[src/rtl/uart_ctrl_pkg.sv]
// Shared types and constants for the UART receive frame controller.
package uart_ctrl_pkg;

  typedef enum logic [2:0] {
    ST_IDLE    = 3'd0,
    ST_LEN     = 3'd1,
    ST_PAYLOAD = 3'd2,
    ST_CHK     = 3'd3,
    ST_DISCARD = 3'd4
  } ctrl_state_t;

  localparam logic [2:0] ERR_NONE = 3'd0;
  localparam logic [2:0] ERR_CHK  = 3'd1;
  localparam logic [2:0] ERR_LEN  = 3'd2;
  localparam logic [2:0] ERR_OVF  = 3'd3;
  localparam logic [2:0] ERR_RX   = 3'd4;
  localparam logic [2:0] ERR_TMO  = 3'd5;

  localparam logic [7:0] SYNC_BYTE_DEFAULT = 8'hA5;

endpackage

[src/rtl/uart_frame_fifo.sv]
// Commit/rollback FIFO: writes are speculative until commit; reads only see the committed region.
// First-word fall-through read port; pointers carry one extra wrap bit.
module uart_frame_fifo #(
  parameter int DEPTH = 32
) (
  input  logic                       i_clk,
  input  logic                       i_srst,
  input  logic                       i_wr_en,
  input  logic [7:0]                 i_wr_data,
  input  logic                       i_commit,
  input  logic                       i_rollback,
  input  logic                       i_pop,
  output logic [7:0]                 o_rd_data,
  output logic                       o_rd_valid,
  output logic [$clog2(DEPTH):0]     o_free
);

  localparam int AW = $clog2(DEPTH);
  localparam int PW = AW + 1;

  logic [7:0]    r_mem [DEPTH];
  logic [PW-1:0] r_wr_ptr;
  logic [PW-1:0] r_cm_ptr;
  logic [PW-1:0] r_rd_ptr;
  logic          w_pop;

  assign o_rd_valid = (r_rd_ptr != r_cm_ptr);
  assign w_pop      = i_pop && o_rd_valid;
  assign o_rd_data  = o_rd_valid ? r_mem[r_rd_ptr[AW-1:0]] : 8'h00;
  // Committed and uncommitted bytes both occupy space until they are read.
  assign o_free     = PW'(DEPTH) - (r_wr_ptr - r_rd_ptr);

  always_ff @(posedge i_clk) begin
    if (i_wr_en) begin
      r_mem[r_wr_ptr[AW-1:0]] <= i_wr_data;
    end
  end

  always_ff @(posedge i_clk) begin
    if (i_srst) begin
      r_wr_ptr <= '0;
      r_cm_ptr <= '0;
      r_rd_ptr <= '0;
    end else begin
      if (i_rollback) begin
        r_wr_ptr <= r_cm_ptr;
      end else if (i_wr_en) begin
        r_wr_ptr <= r_wr_ptr + 1'b1;
      end
      if (i_commit) begin
        r_cm_ptr <= r_wr_ptr;
      end
      if (w_pop) begin
        r_rd_ptr <= r_rd_ptr + 1'b1;
      end
    end
  end

endmodule

[src/rtl/uart_rx_frame_ctrl.sv]
// Frames the UART byte stream (SYNC, LEN, payload, CHK) into a commit/rollback FIFO.
// Optional idle timeout inside a frame: define UART_RX_FRAME_TIMEOUT_EN.
module uart_rx_frame_ctrl
  import uart_ctrl_pkg::*;
#(
  parameter logic [7:0] SYNC_BYTE    = SYNC_BYTE_DEFAULT,
  parameter int         MAX_PAYLOAD  = 16,
  parameter int         FIFO_DEPTH   = 32,
  parameter int         TIMEOUT_CLKS = 104160
) (
  input  logic       IN_CLOCK,
  input  logic       IN_RESET,
  input  logic [7:0] IN_RX_DATA,
  input  logic       IN_RX_DATA_READY,
  input  logic       IN_RX_ERROR,
  output logic [7:0] OUT_DATA,
  output logic       OUT_DATA_VALID,
  input  logic       IN_DATA_READY,
  output logic       OUT_FRAME_DONE,
  output logic [4:0] OUT_FRAME_LEN,
  output logic       OUT_FRAME_ERR,
  output logic [2:0] OUT_ERR_CODE,
  output logic       OUT_BUSY
);

  localparam int PW = $clog2(FIFO_DEPTH) + 1;

  // Byte and frame counters are 5 bits wide, so LEN+1 must stay below 32.
  if (TIMEOUT_CLKS < 2 || MAX_PAYLOAD > 30 ||
      FIFO_DEPTH != (1 << $clog2(FIFO_DEPTH))) begin : g_param_check
    $error("uart_rx_frame_ctrl: unsupported parameter set");
  end

  ctrl_state_t r_state;
  ctrl_state_t w_state_next;
  logic [4:0]  r_cnt;
  logic [4:0]  w_cnt_next;
  logic [4:0]  r_len;
  logic [4:0]  w_len_next;
  logic [7:0]  r_csum;
  logic [7:0]  w_csum_next;
  logic        r_frame_done;
  logic        r_frame_err;
  logic [2:0]  r_err_code;
  logic [4:0]  r_frame_len;

  logic          w_byte;
  logic          w_tmo_hit;
  logic          w_wr_en;
  logic          w_commit;
  logic          w_rollback;
  logic          w_done;
  logic          w_err;
  logic [2:0]    w_err_code;
  logic [PW-1:0] w_free;

  assign w_byte = IN_RX_DATA_READY && !IN_RX_ERROR;

`ifdef UART_RX_FRAME_TIMEOUT_EN
  localparam int TW = $clog2(TIMEOUT_CLKS);
  logic [TW-1:0] r_tmo_cnt;

  always_ff @(posedge IN_CLOCK) begin
    if (IN_RESET || r_state == ST_IDLE || IN_RX_DATA_READY || IN_RX_ERROR) begin
      r_tmo_cnt <= '0;
    end else begin
      r_tmo_cnt <= r_tmo_cnt + 1'b1;
    end
  end

  assign w_tmo_hit = (r_state != ST_IDLE) && (r_tmo_cnt == TW'(TIMEOUT_CLKS - 1));
`else
  assign w_tmo_hit = 1'b0;
`endif

  uart_frame_fifo #(
    .DEPTH (FIFO_DEPTH)
  ) u_fifo (
    .i_clk      (IN_CLOCK),
    .i_srst     (IN_RESET),
    .i_wr_en    (w_wr_en),
    .i_wr_data  (IN_RX_DATA),
    .i_commit   (w_commit),
    .i_rollback (w_rollback),
    .i_pop      (IN_DATA_READY),
    .o_rd_data  (OUT_DATA),
    .o_rd_valid (OUT_DATA_VALID),
    .o_free     (w_free)
  );

  always_ff @(posedge IN_CLOCK) begin
    if (IN_RESET) begin
      r_state      <= ST_IDLE;
      r_cnt        <= '0;
      r_len        <= '0;
      r_csum       <= '0;
      r_frame_done <= 1'b0;
      r_frame_err  <= 1'b0;
      r_err_code   <= ERR_NONE;
      r_frame_len  <= '0;
    end else begin
      r_state      <= w_state_next;
      r_cnt        <= w_cnt_next;
      r_len        <= w_len_next;
      r_csum       <= w_csum_next;
      r_frame_done <= w_done;
      r_frame_err  <= w_err;
      if (w_err) begin
        r_err_code <= w_err_code;
      end
      if (w_done) begin
        r_frame_len <= r_len;
      end
    end
  end

  always_comb begin
    w_state_next = r_state;
    w_cnt_next   = r_cnt;
    w_len_next   = r_len;
    w_csum_next  = r_csum;
    w_wr_en      = 1'b0;
    w_commit     = 1'b0;
    w_rollback   = 1'b0;
    w_done       = 1'b0;
    w_err        = 1'b0;
    w_err_code   = ERR_NONE;

    // Receiver error outranks a byte in the same cycle; a byte outranks the timeout.
    if (r_state != ST_IDLE && IN_RX_ERROR) begin
      w_state_next = ST_IDLE;
      if (r_state != ST_DISCARD) begin
        w_rollback = 1'b1;
        w_err      = 1'b1;
        w_err_code = ERR_RX;
      end
    end else if (w_byte) begin
      case (r_state)
        ST_IDLE: begin
          if (IN_RX_DATA == SYNC_BYTE) begin
            w_state_next = ST_LEN;
          end
        end
        ST_LEN: begin
          if (IN_RX_DATA > 8'(MAX_PAYLOAD)) begin
            w_err        = 1'b1;
            w_err_code   = ERR_LEN;
            w_state_next = ST_IDLE;
          end else if (32'(w_free) < 32'(IN_RX_DATA)) begin
            w_err        = 1'b1;
            w_err_code   = ERR_OVF;
            w_cnt_next   = IN_RX_DATA[4:0] + 5'd1;
            w_state_next = ST_DISCARD;
          end else begin
            w_len_next   = IN_RX_DATA[4:0];
            w_cnt_next   = IN_RX_DATA[4:0];
            w_csum_next  = IN_RX_DATA;
            w_state_next = (IN_RX_DATA == 8'd0) ? ST_CHK : ST_PAYLOAD;
          end
        end
        ST_PAYLOAD: begin
          w_wr_en     = 1'b1;
          w_csum_next = r_csum ^ IN_RX_DATA;
          w_cnt_next  = r_cnt - 5'd1;
          if (r_cnt == 5'd1) begin
            w_state_next = ST_CHK;
          end
        end
        ST_CHK: begin
          w_state_next = ST_IDLE;
          if (IN_RX_DATA == r_csum) begin
            w_commit = 1'b1;
            w_done   = 1'b1;
          end else begin
            w_rollback = 1'b1;
            w_err      = 1'b1;
            w_err_code = ERR_CHK;
          end
        end
        ST_DISCARD: begin
          w_cnt_next = r_cnt - 5'd1;
          if (r_cnt == 5'd1) begin
            w_state_next = ST_IDLE;
          end
        end
        default: begin
          w_state_next = ST_IDLE;
        end
      endcase
    end else if (w_tmo_hit) begin
      w_state_next = ST_IDLE;
      if (r_state != ST_DISCARD) begin
        w_rollback = 1'b1;
        w_err      = 1'b1;
        w_err_code = ERR_TMO;
      end
    end
  end

  assign OUT_FRAME_DONE = r_frame_done;
  assign OUT_FRAME_LEN  = r_frame_len;
  assign OUT_FRAME_ERR  = r_frame_err;
  assign OUT_ERR_CODE   = r_err_code;
  assign OUT_BUSY       = (r_state != ST_IDLE);

endmodule
[config.mk]
export PLATFORM = sky130hd
export DESIGN_NAME = uart_rx_frame_ctrl
export DESIGN_NICKNAME = d
export VERILOG_FILES = /design/src/rtl/uart_ctrl_pkg.sv /design/src/rtl/uart_frame_fifo.sv /design/src/rtl/uart_rx_frame_ctrl.sv
export SDC_FILE = /design/constraint.sdc
export NUM_CORES = 1
export LEC_CHECK = 0
export ABC_AREA = 1
export CORE_UTILIZATION = 55
export CTS_CLUSTER_SIZE = 20
export DETAILED_ROUTE_END_ITERATION = 16
export GPL_ROUTABILITY_DRIVEN = 0
export PLACE_DENSITY = 0.68
export SYNTH_ARGS = -nofsm -noshare
export SYNTH_HDL_FRONTEND = slang
export SYNTH_SLANG_ARGS = --single-unit
[constraint.sdc]
create_clock -name IN_CLOCK -period 4 [get_ports IN_CLOCK]
set_input_delay 0.4 -clock IN_CLOCK [delete_from_list [all_inputs] [get_ports IN_CLOCK]]
set_output_delay 0.4 -clock IN_CLOCK [all_outputs]
set_load 0.02 [all_outputs]
* After elaboration in Yosys (flattened, before gate mapping)
Memory sizes are Yosys's and may differ from the RTL's. A register that Yosys moved wholly into a read port is not among the register bits.
Cells that the tools add are included.
** Word-level totals
- Register bits after elaboration :: 49
- RAM bits :: 256
- Input bits :: 13
- Output and inout port bits :: 20
- Word-level logic and storage cells :: 98
- Memories kept :: 1
** Memory list
- u_fifo.r_mem :: depth 32, width 8, read ports 1, clocked after memory_dff 1, write ports 1, RTL line uart_frame_fifo.sv:21 : logic [7:0] r_mem [DEPTH];
** Operators by class
- Add/sub/neg operators :: 6
- Order comparisons :: 2
- Eq/ne operators :: 14
- Multiplexer cells :: 44
- Bitwise logic cells :: 4
- Reduce and logical (&&, ||, !) cells :: 16
** Operators by type and width (count)
- 2-to-1 mux 3 bit :: 8
- 2-to-1 mux 8 bit :: 3
- 2-to-1 mux 1 bit :: 20
- 2-to-1 mux 5 bit :: 4
- case mux 8 bit (2 select lines) :: 1
- adder 6 x 1 -> 6 bit (second input constant) :: 2
- 2-to-1 mux 6 bit :: 2
- case mux 3 bit (4 select lines) :: 1
- inequality test 2 bit (second input constant) :: 5
- case mux 5 bit (2 select lines) :: 1
- AND reduction 5 bit :: 2
- equality test 8 bit :: 1
- equality test 8 bit (second input constant) :: 1
- > comparator 8 x 5 -> 1 bit (second input constant) :: 1
- zero test 8 bit :: 1
- < comparator 6 x 8 -> 1 bit :: 1
- AND reduction 4 bit :: 2
- bitwise XOR 8 bit :: 1
- equality test 3 x 2 -> 1 bit (second input constant) :: 2
- inequality test 6 bit :: 1
- nonzero test 2 bit :: 3
- subtractor 6 bit :: 1
- subtractor 6 bit (first input constant) :: 1
- adder 5 x 1 -> 5 bit (second input constant) :: 1
- other kinds (14) :: 20

* Logic depth before layout (Yosys ltp)
Gate-level depths: netlist of the first run.
- Depth in word-level cells :: 8
- Gate-level depth with buffers :: 20
- Gate-level depth less buffers :: 20

* Hierarchy
A second synthesis of the first run with hierarchy kept.
** Unflattened totals
- Cells, all modules :: 1442
- Area, all modules :: 14116.0 um2
** Modules (own cells, without submodules)
- uart_frame_fifo :: instances 1, cells each 1157, area each 12117.9 um2, seq. area each 8147.8 um2
- uart_rx_frame_ctrl :: instances 1, cells each 285, area each 1998.2 um2, seq. area each 620.6 um2

* Worst setup path before layout of the first run
Ideal clock, no wire load.
- Path type :: register to register
- From :: reg u_fifo.r_wr_ptr[2]
- To :: reg r_len[0]
- Library setup time :: 0.113 ns
- Arrival time :: 2.991 ns
- Data required time :: 3.887 ns
- Slack :: 0.896 ns
- Stages on the path, launching flop included :: 20
- Buffers on the path :: 1
- Clock period less this slack :: 3.104 ns
- Cells stage by stage :: dfxtp_1 -> clkbuf_1 -> inv_1 -> ha_1 -> fa_1 -> nand2_1 -> nand2_1 -> a21oi_1 -> xnor2_1 -> ha_1 -> nand2_1 -> inv_1 -> o21bai_1 -> nand2_4 -> nand2_1 -> inv_1 -> nand2_4 -> nand2_1 -> nand2_1 -> nor2_1
** On the way
- Word-level cells in the longest chain between the ends :: 5
** Ends and longest elaborated chain
- start, declared :: RTL line uart_frame_fifo.sv:22 : logic [PW-1:0] r_wr_ptr;
- start signal, assigned :: RTL line uart_frame_fifo.sv:46 : r_wr_ptr <= r_cm_ptr;
- start signal, assigned :: RTL line uart_frame_fifo.sv:48 : r_wr_ptr <= r_wr_ptr + 1'b1;
- subtractor 6 bit (2 in a row) :: RTL line uart_frame_fifo.sv:31 : assign o_free = PW'(DEPTH) - (r_wr_ptr - r_rd_ptr);
- < comparator 6 x 8 -> 1 bit :: RTL line uart_rx_frame_ctrl.sv:149 : end else if (32'(w_free) < 32'(IN_RX_DATA)) begin
- NOT 1 bit (no line)
- AND reduction 5 bit (no line)
- end signal, assigned :: RTL line uart_rx_frame_ctrl.sv:104 : r_len <= w_len_next;
- end, declared :: RTL line uart_rx_frame_ctrl.sv:38 : logic [4:0] r_len;
Every way passes these cells.
A chain may end at the register's enable or synchronous reset.

==> impl_results.md, run 1 <==
* Status: complete, no violations
* Vias in the first global route at 9115
* Hold crit path type: in2reg
* Synthesized flop and latch total at 310
* GRT Total Usage at 26.6%
* Ports at 33
* Ys Warns at 0
* Avg WL per Cell at 20.3 microns
* Row Count at 57
* Cells after Synth at 1267
* Hold_buf cts at 0
* VDD IR max at 0.317 mV
* Reg clk slew, reported paths at 0.06 ns
* Post-synthesis cell area at 0.0136 sq mm
* Pwr Density at 453 mW/mm^2
* Detail Route Antenna Nets at 0
* Port Buf Inserts at 32
* FF-to-FF path depth at 17
* Share of cells above drive strength 1 at 10.6%
* Die H at 159 microns
* Setup bufs post-CTS at 0
* Starting DRC count in detailed routing at 941
* Yosys top cell by area: edfxtp_1
* Synth-to-Final Area Change at 12.5%
* Die width at 159 microns
* Sequential share of the synthesized area at 64.4%
* Pre-CTS setup slack at 0.677 ns
* Worst slew pin tran at 1.04 ns
* DRC viols at 0
* Die area at 0.0254 sq mm
* Hold Crit Depth at 1
* CTS Buf Count at 31
* Clk_lat worst skew at 0.56 ns
* WHS at 0.295 ns
* RSZ-0062 raised after global routing: no
* Worst Path Arrival at 3.27 ns
* Routed WL at 33.4 mm
* Crit Path Category: reg2out
* Most used DFF post-synth: edfxtp_1
* HPWL after DPL at 21.3 mm
* Via count at 9560
* CTS max path bufs at 3
* Fin crit share at 91.8%
* Final worst slack at 0.329 ns
* WP data required at 3.60 ns
* GR Overflow Total at 0
* Final Slew Violations at 0
* CP endpoint kind: output port
* Vias per cell at 5.79
* Yosys cell types at 40
* Core Region at 0.0243 sq mm
* Avg Inst Size Synth at 10.8 sq um
* ANT cells at 0
* FILL cells at 1920
* Final hold vios at 0
* Clk_skew at 0.00972 ns
* Global-route wire length before repair at 52.0 mm
* Syn Nets at 1305
* Area contributors post-synth: edfxtp_1, dfxtp_1, nor2_1
* Largest net degree at the start of global routing at 101
* Relative slew slack at 30.4%
* Top-count cell post-synth: edfxtp_1
* TNS Setup at 0 ns
* Max Clock Freq at 272 MHz
* 1st-pass router iterations at 7
* Synth cell count leaders: edfxtp_1, nor2_1, nand2_1
* Share of the synthesized area in the top cell type at 56.4%
* Max Cap Violations at 0
* Initial antenna violation count at 0
* Final min period at 3.67 ns
* Starting density of the core at 56.0%
* Fin nets at 1341
* Largest fanout on the critical path at 29
* Number of synthesized flops with an enable pin at 256
* CTS tree: built
* Htree depth at 1
* Post_cts resized at 0
* Worst setup SP type: register
* CTS Root Cell: clkbuf_16
* Clk sinks at 310
* Pleak at 5.37 nW
* Async SR Flop Fraction at 0%
* Setup Viol. Count Final at 0
-- power breakdown --
group	internal (mW)	switching, mW
combinational	0.179	0.391
sequential	3.49	0.0211
clock	1.65	1.20
-- layout make-up --
cell class / instances / area (sq um) / share of cell area [%]
inverters: 68 / 260 / 1.70
flip-flops and latches: 310 / 8770 / 57.3
clock buffers: 44 / 875 / 5.71
clock inverters: 13 / 128 / 0.833
multi-input cells: 826 / 4290 / 28.0
repair buffers: 66 / 591 / 3.85
well taps: 324 / 405 / 2.65
-- layer usage --
layer | share of wire (%) | GRT usage [%] | up-vias
met5 | 0 | 0 | -
met3 | 6.9 | 3.70 | 65
li1 | - | - | 4533
met1 | 43 | 37.1 | 4605
met4 | 3.0 | 8.57 | 0
met2 | 47 | 43.2 | 357
-- sequential cells by signal, summed over array words and instances (netlist names), 5 cells and up, named ones only --
| name | count |
|---|---|
| u_fifo.r_cm_ptr | 6 |
| u_fifo.r_rd_ptr | 6 |
| r_len | 5 |
| r_cnt | 5 |
| u_fifo.r_mem | 256 |
| OUT_FRAME_LEN | 5 |
| r_csum | 8 |
| u_fifo.r_wr_ptr | 6 |
-- final timing paths --
path | from | endpoint | slack (ns)
hold reg to reg | r_len[2] | OUT_FRAME_LEN[2] | 0.46
setup / recovery | register | OUT_DATA[4] | 0.33
setup reg to reg | u_fifo.r_wr_ptr[2] | r_csum[4] | 0.61
hold / removal | IN_RX_DATA[0] | u_fifo.r_mem[14][0] | 0.30
-- through the flow --
stage,area [sq um],cells,power [mW],util (%)
2_1_floorplan,13600,1267,3.93,-
3_3_place_gp,14300,1594,4.14,58.9
3_5_place_dp,14300,1594,4.15,58.9
4_1_cts,15300,1651,6.97,63.0
5_1_grt,15300,1651,7.15,63.0
6_report,15300,1651,6.94,63.0
-- cell families (layout without fill, tap and decap cells) --
| kind of cell | after synthesis | in the layout | synth area share (%) |
|---|---|---|---|
| compound gates | 273 | 273 | 11.8 |
| xor+xnor | 22 | 22 | 1.41 |
| fa+ha+maj | 25 | 25 | 2.35 |
| simple gates | 506 | 506 | 15.9 |
| flops | 310 | 310 | 64.4 |
| buf+inv | 131 | 191 | 4.12 |
-- placed cells by master, fill, tap and decap left out, types with 4 or more instances in the layout --
| cell type | instances |
|---|---|
| a21oi_1 | 47 |
| clkbuf_1 | 8 |
| buf_4 | 32 |
| a21oi_2 | 11 |
| o221ai_1 | 30 |
| xor2_1 | 18 |
| nor2_2 | 4 |
| o211ai_1 | 32 |
| nand3_1 | 73 |
| clkdlybuf4s50_1 | 30 |
| o21ai_0 | 127 |
| ha_1 | 24 |
| inv_2 | 13 |
| dfxtp_1 | 52 |
| xnor2_1 | 4 |
| inv_1 | 52 |
| nand2_2 | 8 |
| o21ai_1 | 21 |
| nor2_1 | 254 |
| clkbuf_16 | 31 |
| nand2_4 | 6 |
| nand2_1 | 142 |
| clkinv_2 | 9 |
| edfxtp_1 | 256 |
| clkbuf_8 | 5 |
-- critical path, cell delays in order (launching register included) --
cell	delay, ns
dfxtp_2	0.64
buf_4	0.42
o21ai_0	0.16
o221ai_1	0.31
nand3_1	0.15
nand2_1	0.12
nor2_1	0.05
nor2_1	0.20
clkdlybuf4s50_1	0.64
No activity file was read; power rests on OpenSTA's default activity.
==> run 2, diff against run 1 <==
==> constraint.sdc (replaced) <==
create_clock -name IN_CLOCK -period 4.7 [get_ports IN_CLOCK]
set_input_delay 0.47 -clock IN_CLOCK [delete_from_list [all_inputs] [get_ports IN_CLOCK]]
set_output_delay 0.47 -clock IN_CLOCK [all_outputs]
set_load 0.02 [all_outputs]
==> impl_results.md, run 2 (synthesized netlist as in run 1, its figures left out) <==
* Status: complete, no violations (unchanged)
* Hold crit path type: in2reg (unchanged)
* Fin nets at 1329 (was 1341)
* GR Overflow Total at 0 (unchanged)
* Vias per cell at 5.83 (was 5.79)
* CTS Root Cell: clkbuf_16 (unchanged)
* Row Count at 57 (unchanged)
* Reg power frac at 49.1% (was 50.7%)
* Clk_skew at 0.0188 ns (was 0.00972 ns)
* Worst Path Arrival at 3.41 ns (was 3.27 ns)
* Sequential Area at 0.00877 sq mm (unchanged)
* CTS max path bufs at 3 (unchanged)
* Fin crit share at 82.5%
* Final Slew Violations at 0 (unchanged)
* Setup bufs post-CTS at 0 (unchanged)
* Max FFs per register at 256 (unchanged)
* CP endpoint kind: output port (unchanged)
* Commonest non-fill, non-tap cell in the layout: edfxtp_1 (unchanged)
* VDD IR max at 0.282 mV (was 0.317 mV)
* Via count at 9558 (was 9560)
* Hold Crit Start: IN_RX_DATA[2] (was IN_RX_DATA[0])
* Core Region at 0.0243 sq mm (unchanged)
* Worst Setup EP: OUT_DATA[1] (was OUT_DATA[4])
* Clk_lat worst skew at 0.51 ns (was 0.56 ns)
* Post-DP Area at 0.0142 sq mm (was 0.0143 sq mm)
* Clk sinks at 310 (unchanged)
* Synth-to-Final Area Change at 12.3% (was 12.5%)
* Pwr Density at 399 mW/mm^2 (was 453 mW/mm^2)
* Sw Share at 22.7% (was 23.3%)
* Detail Route Antenna Nets at 0 (unchanged)
* Design area at 0.0153 sq mm (about the same)
* Routed WL at 33.1 mm (was 33.4 mm)
* Multi-input logic area at 0.00429 sq mm (unchanged)
* Initial antenna violation count at 0 (unchanged)
* Internal at 4.72 mW (was 5.32 mW)
* Largest fanout on the critical path at 64 (was 29)
* NetSw at 1.38 mW (was 1.62 mW)
* Pleak at 5.34 nW (was 5.37 nW)
* WP data required at 4.23 ns (was 3.60 ns)
* Avg WL per Cell at 20.2 microns (was 20.3 microns)
* Htree depth at 2 (was 1)
* Worst R2R End: r_csum[7] (was r_csum[4])
* ANT cells at 0 (unchanged)
* Worst slew pin tran at 0.994 ns (was 1.04 ns)
* Combinational fraction of design power at 7.6% (was 8.2%)
* Ports at 33 (unchanged)
* Final hold vios at 0 (unchanged)
* Starting DRC count in detailed routing at 1007 (was 941)
* Most frequent cells in the layout: edfxtp_1, nor2_1, nand2_1, o21ai_0, nand3_1 (unchanged)
* Vias in the first global route at 9142 (was 9115)
* Share of cells above drive strength 1 at 9.43% (was 10.6%)
* Die width at 159 microns (unchanged)
* HPWL after DPL at 20.8 mm (was 21.3 mm)
* FF-to-FF path depth at 16 (was 17)
* Setup Viol. Count Final at 0 (unchanged)
* Die area at 0.0254 sq mm (unchanged)
* Starting density of the core at 56.0% (unchanged)
* Reg clk slew, reported paths at 0.06 ns (about the same)
* Largest net degree at the start of global routing at 65 (was 101)
* TNS Setup at 0 ns (unchanged)
* GRT Total Usage at 26.3% (was 26.6%)
* Port Buf Inserts at 32 (unchanged)
* CTS tree: built (unchanged)
* Worst setup SP type: register (unchanged)
* FILL cells at 1916 (was 1920)
* Clock network power share at 43.3% (was 41.1%)
* CTS Buf Count at 34 (was 31)
* Post_cts resized at 0 (unchanged)
* Die H at 159 microns (unchanged)
* DRC viols at 0 (unchanged)
* Hold Crit Depth at 1 (unchanged)
* Max Cap Violations at 0 (unchanged)
* Flop2flop setup slack at 1.29 ns (was 0.61 ns)
* Crit Path Category: reg2out (unchanged)
* Relative slew slack at 33.6% (was 30.4%)
* 1st-pass router iterations at 5 (was 7)
* RSZ-0062 raised after global routing: no (unchanged)
* Final min period at 3.88 ns
* Global-route wire length before repair at 51.2 mm (was 52.0 mm)
* Hold_buf cts at 0 (unchanged)
* Worst r2r src: u_fifo.r_wr_ptr[2] (unchanged)
* Max Clock Freq at 258 MHz
==> run 2: changes by cell type in the layout (fill, tap and decap cells not counted), sizes merged <==
cell,previous run,this run
clkinvlp,2,1
clkbuf,44,43
clkinv,10,12
bufinv,2,4
inv,67,68
buf,36,21
==> run 2: power by group through the flow <==
stage / sequential [mW] / clock (mW) / combinational [mW]
after global routing: 3.00 / 2.79 / 0.513
after floorplan: 3.04 / 0 / 0.306
after CTS: 3.00 / 2.67 / 0.463
after detailed placement: 3.06 / 0 / 0.460
final: 3.00 / 2.64 / 0.465
after global placement: 3.06 / 0 / 0.453
==> run 2: critical path, cell delays in order (launching register included) <==
cell and delay [ns]:
dfxtp_4 0.52, clkinv_2 0.15, buf_4 0.50, o21ai_0 0.15
o221ai_1 0.34, nand3_1 0.18, nand2_1 0.10, nor2_1 0.04
nor2_1 0.18, clkdlybuf4s50_1 0.65
==> run 2: through the flow <==
stage          utilization, %  instances  setup slack [ns]  hold WS [ns]  power (mW)
2_1_floorplan               -       1267              1.60         0.439        3.34
3_3_place_gp             58.4       1579              1.44         0.449        3.51
3_5_place_dp             58.4       1579              1.32         0.460        3.52
4_1_cts                  62.9       1639             0.922         0.427        6.13
5_1_grt                  62.9       1639             0.713         0.419        6.30
6_report                 62.9       1639             0.822         0.428        6.11
==> run 2: worst min-delay path by stage <==
stage / to
5_1_grt: u_fifo.r_mem[9][2]
6_report: u_fifo.r_mem[9][2]
3_3_place_gp: r_csum[1]
2_1_floorplan: OUT_FRAME_LEN[0]
3_5_place_dp: OUT_ERR_CODE[1]
4_1_cts: u_fifo.r_mem[9][2]
==> run 2: area by class of cell <==
cell class / instances / area share [%]
clock buffer: 43 / 5.99
sequential: 310 / 57.3
clock inverter: 17 / 1.23
inverter: 68 / 1.70
tap: 324 / 2.65
timing repair buffer: 51 / 3.04
multi-input combinational: 826 / 28.1
==> run 2: routing by layer <==
layer	vias to the layer above	wire length, microns	GRT usage (%)
met5	-	0	0
met3	60	2350	4.14
met2	366	15300	41.8
met1	4614	14200	36.4
li1	4518	-	-
met4	0	1230	10.8
